--- src/rtl/bounded_count_sched_if.sv ---
// Handshake bundle between the requesting agents and the shared counter scheduler.
// Requesters drive req/limit_in/step; the scheduler drives grant and the counter view.
interface bounded_count_sched_if #(
    parameter int NREQ  = 2,
    parameter int WIDTH = 31
);
    logic [NREQ-1:0]       req;
    logic [NREQ*WIDTH-1:0] limit_in;
    logic                  step;
    logic [NREQ-1:0]       grant;
    logic                  busy;
    logic [WIDTH-1:0]      count;
    logic [WIDTH-1:0]      active_limit;
    logic                  done;
    logic                  abort;

    modport master (
        output req, limit_in, step,
        input  grant, busy, count, active_limit, done, abort
    );

    modport slave (
        input  req, limit_in, step,
        output grant, busy, count, active_limit, done, abort
    );
endinterface

--- src/rtl/bounded_count_sched.sv ---
// Round-robin owner selection in front of one bounded up-counter.
// The owner's limit is clamped to CEIL; done on completion, abort on req drop.
module bounded_count_sched #(
    parameter int WIDTH = 31,
    parameter int NREQ  = 2,
    parameter int CEIL  = 500
) (
    input  logic                  clk,
    input  logic                  rst,
    bounded_count_sched_if.slave  bus
);
    localparam int PW = (NREQ > 1) ? $clog2(NREQ) : 1;
    localparam logic [WIDTH-1:0] CEIL_W = WIDTH'(CEIL);
    localparam logic [PW-1:0]    LAST   = PW'(NREQ - 1);

    typedef enum logic [1:0] {
        IDLE,
        LOAD,
        RUN,
        DONE
    } state_t;

    state_t           state_q, state_d;
    logic [PW-1:0]    owner_q, owner_d;
    logic [PW-1:0]    rr_ptr_q, rr_ptr_d;
    logic [NREQ-1:0]  grant_q, grant_d;
    logic [WIDTH-1:0] count_q, count_d;
    logic [WIDTH-1:0] limit_q, limit_d;
    logic             done_q, done_d;
    logic             abort_q, abort_d;

    logic             any_req;
    logic [PW-1:0]    win;
    logic [PW:0]      idx;
    logic [WIDTH-1:0] win_lim;
    logic [WIDTH-1:0] win_lim_c;
    logic [WIDTH:0]   count_inc;
    logic [PW-1:0]    owner_nxt;

    // First pending requester at or after rr_ptr, wrapping past NREQ-1.
    always_comb begin
        any_req = 1'b0;
        win     = rr_ptr_q;
        idx     = '0;
        for (int i = 0; i < NREQ; i++) begin
            idx = {1'b0, rr_ptr_q} + (PW+1)'(i);
            if (idx >= (PW+1)'(NREQ)) begin
                idx = idx - (PW+1)'(NREQ);
            end
            if (!any_req && bus.req[idx[PW-1:0]]) begin
                any_req = 1'b1;
                win     = idx[PW-1:0];
            end
        end
    end

    assign win_lim   = bus.limit_in[win*WIDTH +: WIDTH];
    assign win_lim_c = (win_lim > CEIL_W) ? CEIL_W : win_lim;
    assign count_inc = {1'b0, count_q} + (WIDTH+1)'(1);
    assign owner_nxt = (owner_q == LAST) ? '0 : owner_q + PW'(1);

    // Next-state and next-output computation for the scheduler FSM.
    always_comb begin
        state_d  = state_q;
        owner_d  = owner_q;
        rr_ptr_d = rr_ptr_q;
        grant_d  = grant_q;
        count_d  = count_q;
        limit_d  = limit_q;
        done_d   = 1'b0;
        abort_d  = 1'b0;
        unique case (state_q)
            IDLE: begin
                if (any_req) begin
                    owner_d = win;
                    limit_d = win_lim_c;
                    state_d = LOAD;
                end
            end
            LOAD: begin
                count_d = '0;
                grant_d = NREQ'(1) << owner_q;
                if (limit_q == '0) begin
                    state_d = DONE;
                    done_d  = 1'b1;
                end else begin
                    state_d = RUN;
                end
            end
            RUN: begin
                if (!bus.req[owner_q]) begin
                    state_d  = IDLE;
                    abort_d  = 1'b1;
                    grant_d  = '0;
                    rr_ptr_d = owner_nxt;
                end else if (count_q == limit_q) begin
                    state_d = DONE;
                    done_d  = 1'b1;
                end else if (bus.step) begin
                    // Carry can never set while limit <= CEIL; hold instead of wrapping.
                    count_d = count_inc[WIDTH] ? count_q : count_inc[WIDTH-1:0];
                end
            end
            DONE: begin
                grant_d  = '0;
                rr_ptr_d = owner_nxt;
                state_d  = IDLE;
            end
            default: begin
                state_d = IDLE;
            end
        endcase
    end

    // Scheduler state and registered outputs.
    always_ff @(posedge clk or negedge rst) begin
        if (!rst) begin
            state_q  <= IDLE;
            owner_q  <= '0;
            rr_ptr_q <= '0;
            grant_q  <= '0;
            count_q  <= '0;
            limit_q  <= '0;
            done_q   <= 1'b0;
            abort_q  <= 1'b0;
        end else begin
            state_q  <= state_d;
            owner_q  <= owner_d;
            rr_ptr_q <= rr_ptr_d;
            grant_q  <= grant_d;
            count_q  <= count_d;
            limit_q  <= limit_d;
            done_q   <= done_d;
            abort_q  <= abort_d;
        end
    end

    assign bus.grant        = grant_q;
    assign bus.busy         = (state_q != IDLE);
    assign bus.count        = count_q;
    assign bus.active_limit = limit_q;
    assign bus.done         = done_q;
    assign bus.abort        = abort_q;

    // During LOAD the previous owner's count is still held against the new limit.
    a_count_bound: assert property (@(posedge clk) disable iff (!rst)
        (state_q == LOAD) || (count_q <= limit_q));
    a_limit_ceil: assert property (@(posedge clk) disable iff (!rst)
        limit_q <= CEIL_W);
    a_grant_onehot: assert property (@(posedge clk) disable iff (!rst)
        $onehot0(grant_q));
    a_done_abort: assert property (@(posedge clk) disable iff (!rst)
        !(done_q && abort_q));
    a_busy_grant: assert property (@(posedge clk) disable iff (!rst)
        (state_q == LOAD) || (bus.busy == (grant_q != '0)));
endmodule

--- src/flat_wrapper.sv ---
// flat-port wrapper written by rule: the top's interface ports become plain ports
module bounded_count_sched_flat 
#(
    parameter int WIDTH = 31,
    parameter int NREQ  = 2,
    parameter int CEIL  = 500
)
  (clk, rst, bus_req, bus_limit_in, bus_step, bus_grant, bus_busy, bus_count, bus_active_limit, bus_done, bus_abort);
  bounded_count_sched_if #(.NREQ(NREQ), .WIDTH(WIDTH)) bus_i ();
  input  logic clk;
  input  logic rst;
  input wire logic [$bits(bus_i.req)-1:0] bus_req;
  input wire logic [$bits(bus_i.limit_in)-1:0] bus_limit_in;
  input wire logic [$bits(bus_i.step)-1:0] bus_step;
  output wire logic [$bits(bus_i.grant)-1:0] bus_grant;
  output wire logic [$bits(bus_i.busy)-1:0] bus_busy;
  output wire logic [$bits(bus_i.count)-1:0] bus_count;
  output wire logic [$bits(bus_i.active_limit)-1:0] bus_active_limit;
  output wire logic [$bits(bus_i.done)-1:0] bus_done;
  output wire logic [$bits(bus_i.abort)-1:0] bus_abort;
  assign bus_i.req = bus_req;
  assign bus_i.limit_in = bus_limit_in;
  assign bus_i.step = bus_step;
  assign bus_grant = bus_i.grant;
  assign bus_busy = bus_i.busy;
  assign bus_count = bus_i.count;
  assign bus_active_limit = bus_i.active_limit;
  assign bus_done = bus_i.done;
  assign bus_abort = bus_i.abort;
  bounded_count_sched #(.WIDTH(WIDTH), .NREQ(NREQ), .CEIL(CEIL)) u_core (.clk(clk), .rst(rst), .bus(bus_i));
endmodule
--- config.mk ---
export PLATFORM = sky130hd
export DESIGN_NAME = bounded_count_sched_flat
export DESIGN_NICKNAME = d
export VERILOG_FILES = /design/src/rtl/bounded_count_sched_if.sv /design/src/rtl/bounded_count_sched.sv /design/src/flat_wrapper.sv
export SDC_FILE = /design/constraint.sdc
export NUM_CORES = 1
export LEC_CHECK = 0
export CAP_MARGIN = 20
export CELL_PAD_IN_SITES_DETAIL_PLACEMENT = 0
export CELL_PAD_IN_SITES_GLOBAL_PLACEMENT = 1
export CORE_MARGIN = 2
export CORE_UTILIZATION = 38
export CTS_BUF_LIST = sky130_fd_sc_hd__clkbuf_2
export CTS_CLUSTER_DIAMETER = 30
export DETAILED_ROUTE_END_ITERATION = 10
export HOLD_SLACK_MARGIN = 0.03
export PLACE_DENSITY = 0.95
export SETUP_SLACK_MARGIN = 0.3
export SLEW_MARGIN = 20
export SYNTH_ARGS = -nofsm -noshare
export SYNTH_HDL_FRONTEND = slang
export SYNTH_SLANG_ARGS = --single-unit
--- constraint.sdc ---
create_clock -name clk -period 4 [get_ports clk]
set_clock_uncertainty 0.2 [all_clocks]
set_input_delay 0.8 -clock clk [delete_from_list [all_inputs] [get_ports clk]]
set_output_delay 0.8 -clock clk [all_outputs]
set_load 0.05 [all_outputs]
==> impl_metrics.yaml <==
clock_network:
  cts_tree: "built"
  cts_sinks: 70
  cts_root_buffer: "clkbuf_2"
  clk_pin_slew_ps: 180
  htree_num_levels: 3
  clk_latency_ps: 520
  clockBufferDepth: 2
  ctsResizeCount: 0
  cts_made_buffers: 9
  cts_setup_buffers: 0
  cts_hold_buffers: 0
yosys:
  ys_async_sr_fraction: 1.00
  synth_cells: 413
  netlist_area_sq_um: 3950
  synth_flop_cell: "dfrtp_1"
  syn_nets: 486
  synth-edff-count: 0
  synth-seq-cells: 70
  ys_seq_area_frac: 0.443
  avgSynthCellArea_sq_um: 9.56
  synth_warnings: 0
  post_synth_num_cell_types: 43
sta:
  holdWs_ps: 68.1
  setup_viol: 0
  finalSetupTns_ps: 0
  rsz0062_at_grt: "no"
  finalHoldViolCount: 0
  relSlewSlack: 0.462
  worstMarginPinSlew_ps: 805
  finalCritPeriodShare: 0.812
  clock.fmax_mhz: 308
  min_period_ps: 3250
  slew_viol_final: 0
layout:
  final_cell_mix: "clkdlybuf4s50_1 (132), dfrtp_1 (70), xor2_1 (31), a21oi_1 (31), o21ai_0 (28)"
  drive_gt1_frac: 0.0580
  final_design_area_no_fill_sq_um: 5540
  syn_to_final_growth_pct: 40.1
  final_cells: 688
  n_antenna_cell: 0
  fin_nets: 621
  final_common_cell: "clkdlybuf4s50_1"
die:
  core_area_sq_um: 10200
  die-area_sq_um: 11200
  die_y_microns: 106
  placementRows: 37
  die_x_microns: 106
  num_io_pins: 134
  start_util: 0.388
grt:
  grt_pass1_vias: 4022
  antenna_found_initial: 0
  grt_max_degree: 49
  track_usage: 0.234
  grt_pass1_wl_microns: 20300
  grt_overflow: 0
detailed_routing:
  drt-initial-drc-count: 192
  drtAntennaViolNets: 0
  wl_met3_microns: 1040
  top_layer: "met4"
  drt_pass1_iterations: 5
  wl_met2_microns: 6460
  num_vias: 3987
  via_per_inst: 5.80
  wirelength_microns: 12800
  drc_errors: 0
  met1_length_microns: 4800
  wire_per_inst_microns: 18.6
worst_setup_path:
  critical_path_class: "register to primary output"
  cp-start-kind: "register"
  path_cells: "inv_1 -> ha_1 -> inv_1 -> clkdlybuf4s50_1"
  critPathMaxStageDelay_ps: 800
  cp.arrival_ps: 2250
  required_ps: 3000
  crit_end: "bus_busy"
  r2r_cells: 7
  reg2reg_to: "u_core.bus.count[30]"
  cp_slowest_cell: "clkdlybuf4s50_1"
  crit_fanout: 6
  worst-r2r-setup-slack_ps: 1210
  cp_common_cell: "inv_1"
  crit_path_end_kind: "primary output"
  r2r-start: "u_core.bus.count[11]"
  crit_start: "u_core.state_q[0]"
placement:
  hpwl_microns: 9830
  portBuffers: 133
  dp_cells: 673
  gp_congestion: 0.945
  place_area_sq_um: 5430
power:
  p_leak_nw: 2.37
  p_sw_frac: 0.363
  pwr-share-seq: 0.446
  p_sw_mw: 0.641
  power_frac_comb: 0.337
  internal_power_mw: 1.12
  powerDensity_nw_per_um2: 319
  peakVddDrop_uv: 189
  clkPwrFrac: 0.217
status:
  status: "finished, final reports clean"
flow_run:
  maxCapViolCount: 0
min_path:
  hold_path_class: "input pin to asynchronous set/reset pin"
==> state kept, by name, summed over array words and instances, names as in the netlist <==
| name | flops |
|---|---|
| u_core.bus.active_limit | 31 |
| u_core.bus.count | 31 |
| u_core.bus.grant | 2 |
| u_core.state_q | 2 |
| u_core.bus.abort | 1 |
| u_core.bus.done | 1 |
| u_core.owner_q | 1 |
| u_core.rr_ptr_q | 1 |
==> synthesized netlist by cell type (2+ instances only) <==
master     n  area share
nand2_1   21       0.020
a21oi_1   31       0.039
nand4_1   27       0.043
and3_1    10       0.016
buf_2      3      0.0038
xor2_1    31       0.069
o41ai_1    2      0.0044
nand2b_1   5      0.0079
clkbuf_1  12       0.011
nand3_1   13       0.016
dfrtp_1   70        0.44
and4_1     5       0.011
and2_1    25       0.040
nand3b_1   2      0.0038
mux2i_1   11       0.028
o21ai_0   29       0.037
inv_1      6      0.0057
a22o_1     3      0.0067
o211ai_1   5      0.0095
o31ai_1    4      0.0076
or4_1      3      0.0057
nor2_1    16       0.015
nor3_1     4      0.0051
mux2_2     3      0.0086
or3_1     22       0.035
o21a_1     3      0.0057
nor2b_1    2      0.0032
nor4_1    25       0.040
ha_1       6       0.019
==> critical path, delay by kind of cell, from the launching register on <==
kind	cells	cell delay, ps
flip-flops	1	450
adder cells (fa/ha/maj)	1	290
buffers and inverters	3	1000
==> per-layer routing <==
| layer | track usage | vias to the layer above |
|---|---|---|
| met4 | 0.118 | 0 |
| met5 | 0 | - |
| met2 | 0.398 | 202 |
| met1 | 0.270 | 1920 |
| li1 | - | 1825 |
| met3 | 0.0656 | 40 |
==> kinds of logic after synthesis <==
group                    share of synthesized area
AND/OR/NAND/NOR                              0.279
AO/OA/AOI/OAI                                0.131
flip-flops                                   0.443
XOR/XNOR                                    0.0687
buffers and inverters                       0.0228
multiplexers                                0.0364
adder cells (fa/ha/maj)                     0.0190
==> metrics by stage <==
step	worst slack, ps	power, mW	util
after floorplan	1540	1.15	-
after global placement	957	1.37	0.534
after detailed placement	904	1.39	0.534
after CTS	721	1.78	0.543
after global routing	600	1.87	0.543
final	753	1.76	0.543
==> power groups by stage <==
stage               clock network (mW)  registers (mW)  logic [mW]
detailed placement                   0           0.799       0.595
global placement                     0           0.794       0.578
finish                           0.384           0.787       0.594
global route                     0.430           0.793       0.648
floorplan                            0           0.846       0.308
CTS                              0.393           0.786       0.597
==> final cells by class <==
class	instances	area, sq um
Clock buffer	13	65.1
Clock inverter	2	33.8
Fill cell	938	4650
Inverter	6	22.5
Multi-Input combinational cell	321	2110
Sequential cell	70	1750
Tap cell	136	170
Timing Repair Buffer	140	1380
==> how the worst min path moves through the flow <==
stage	startpoint	to	cells past startpoint
after global placement	u_core.rr_ptr_q	u_core.rr_ptr_q	2
after CTS	rst	u_core.bus.count[14]	1
after floorplan	u_core.rr_ptr_q	u_core.rr_ptr_q	2
after detailed placement	u_core.bus.grant[0]	u_core.bus.grant[0]	2
after global routing	rst	u_core.bus.count[3]	1
final	rst	u_core.bus.count[3]	1
(Power assumes the default switching activity.)
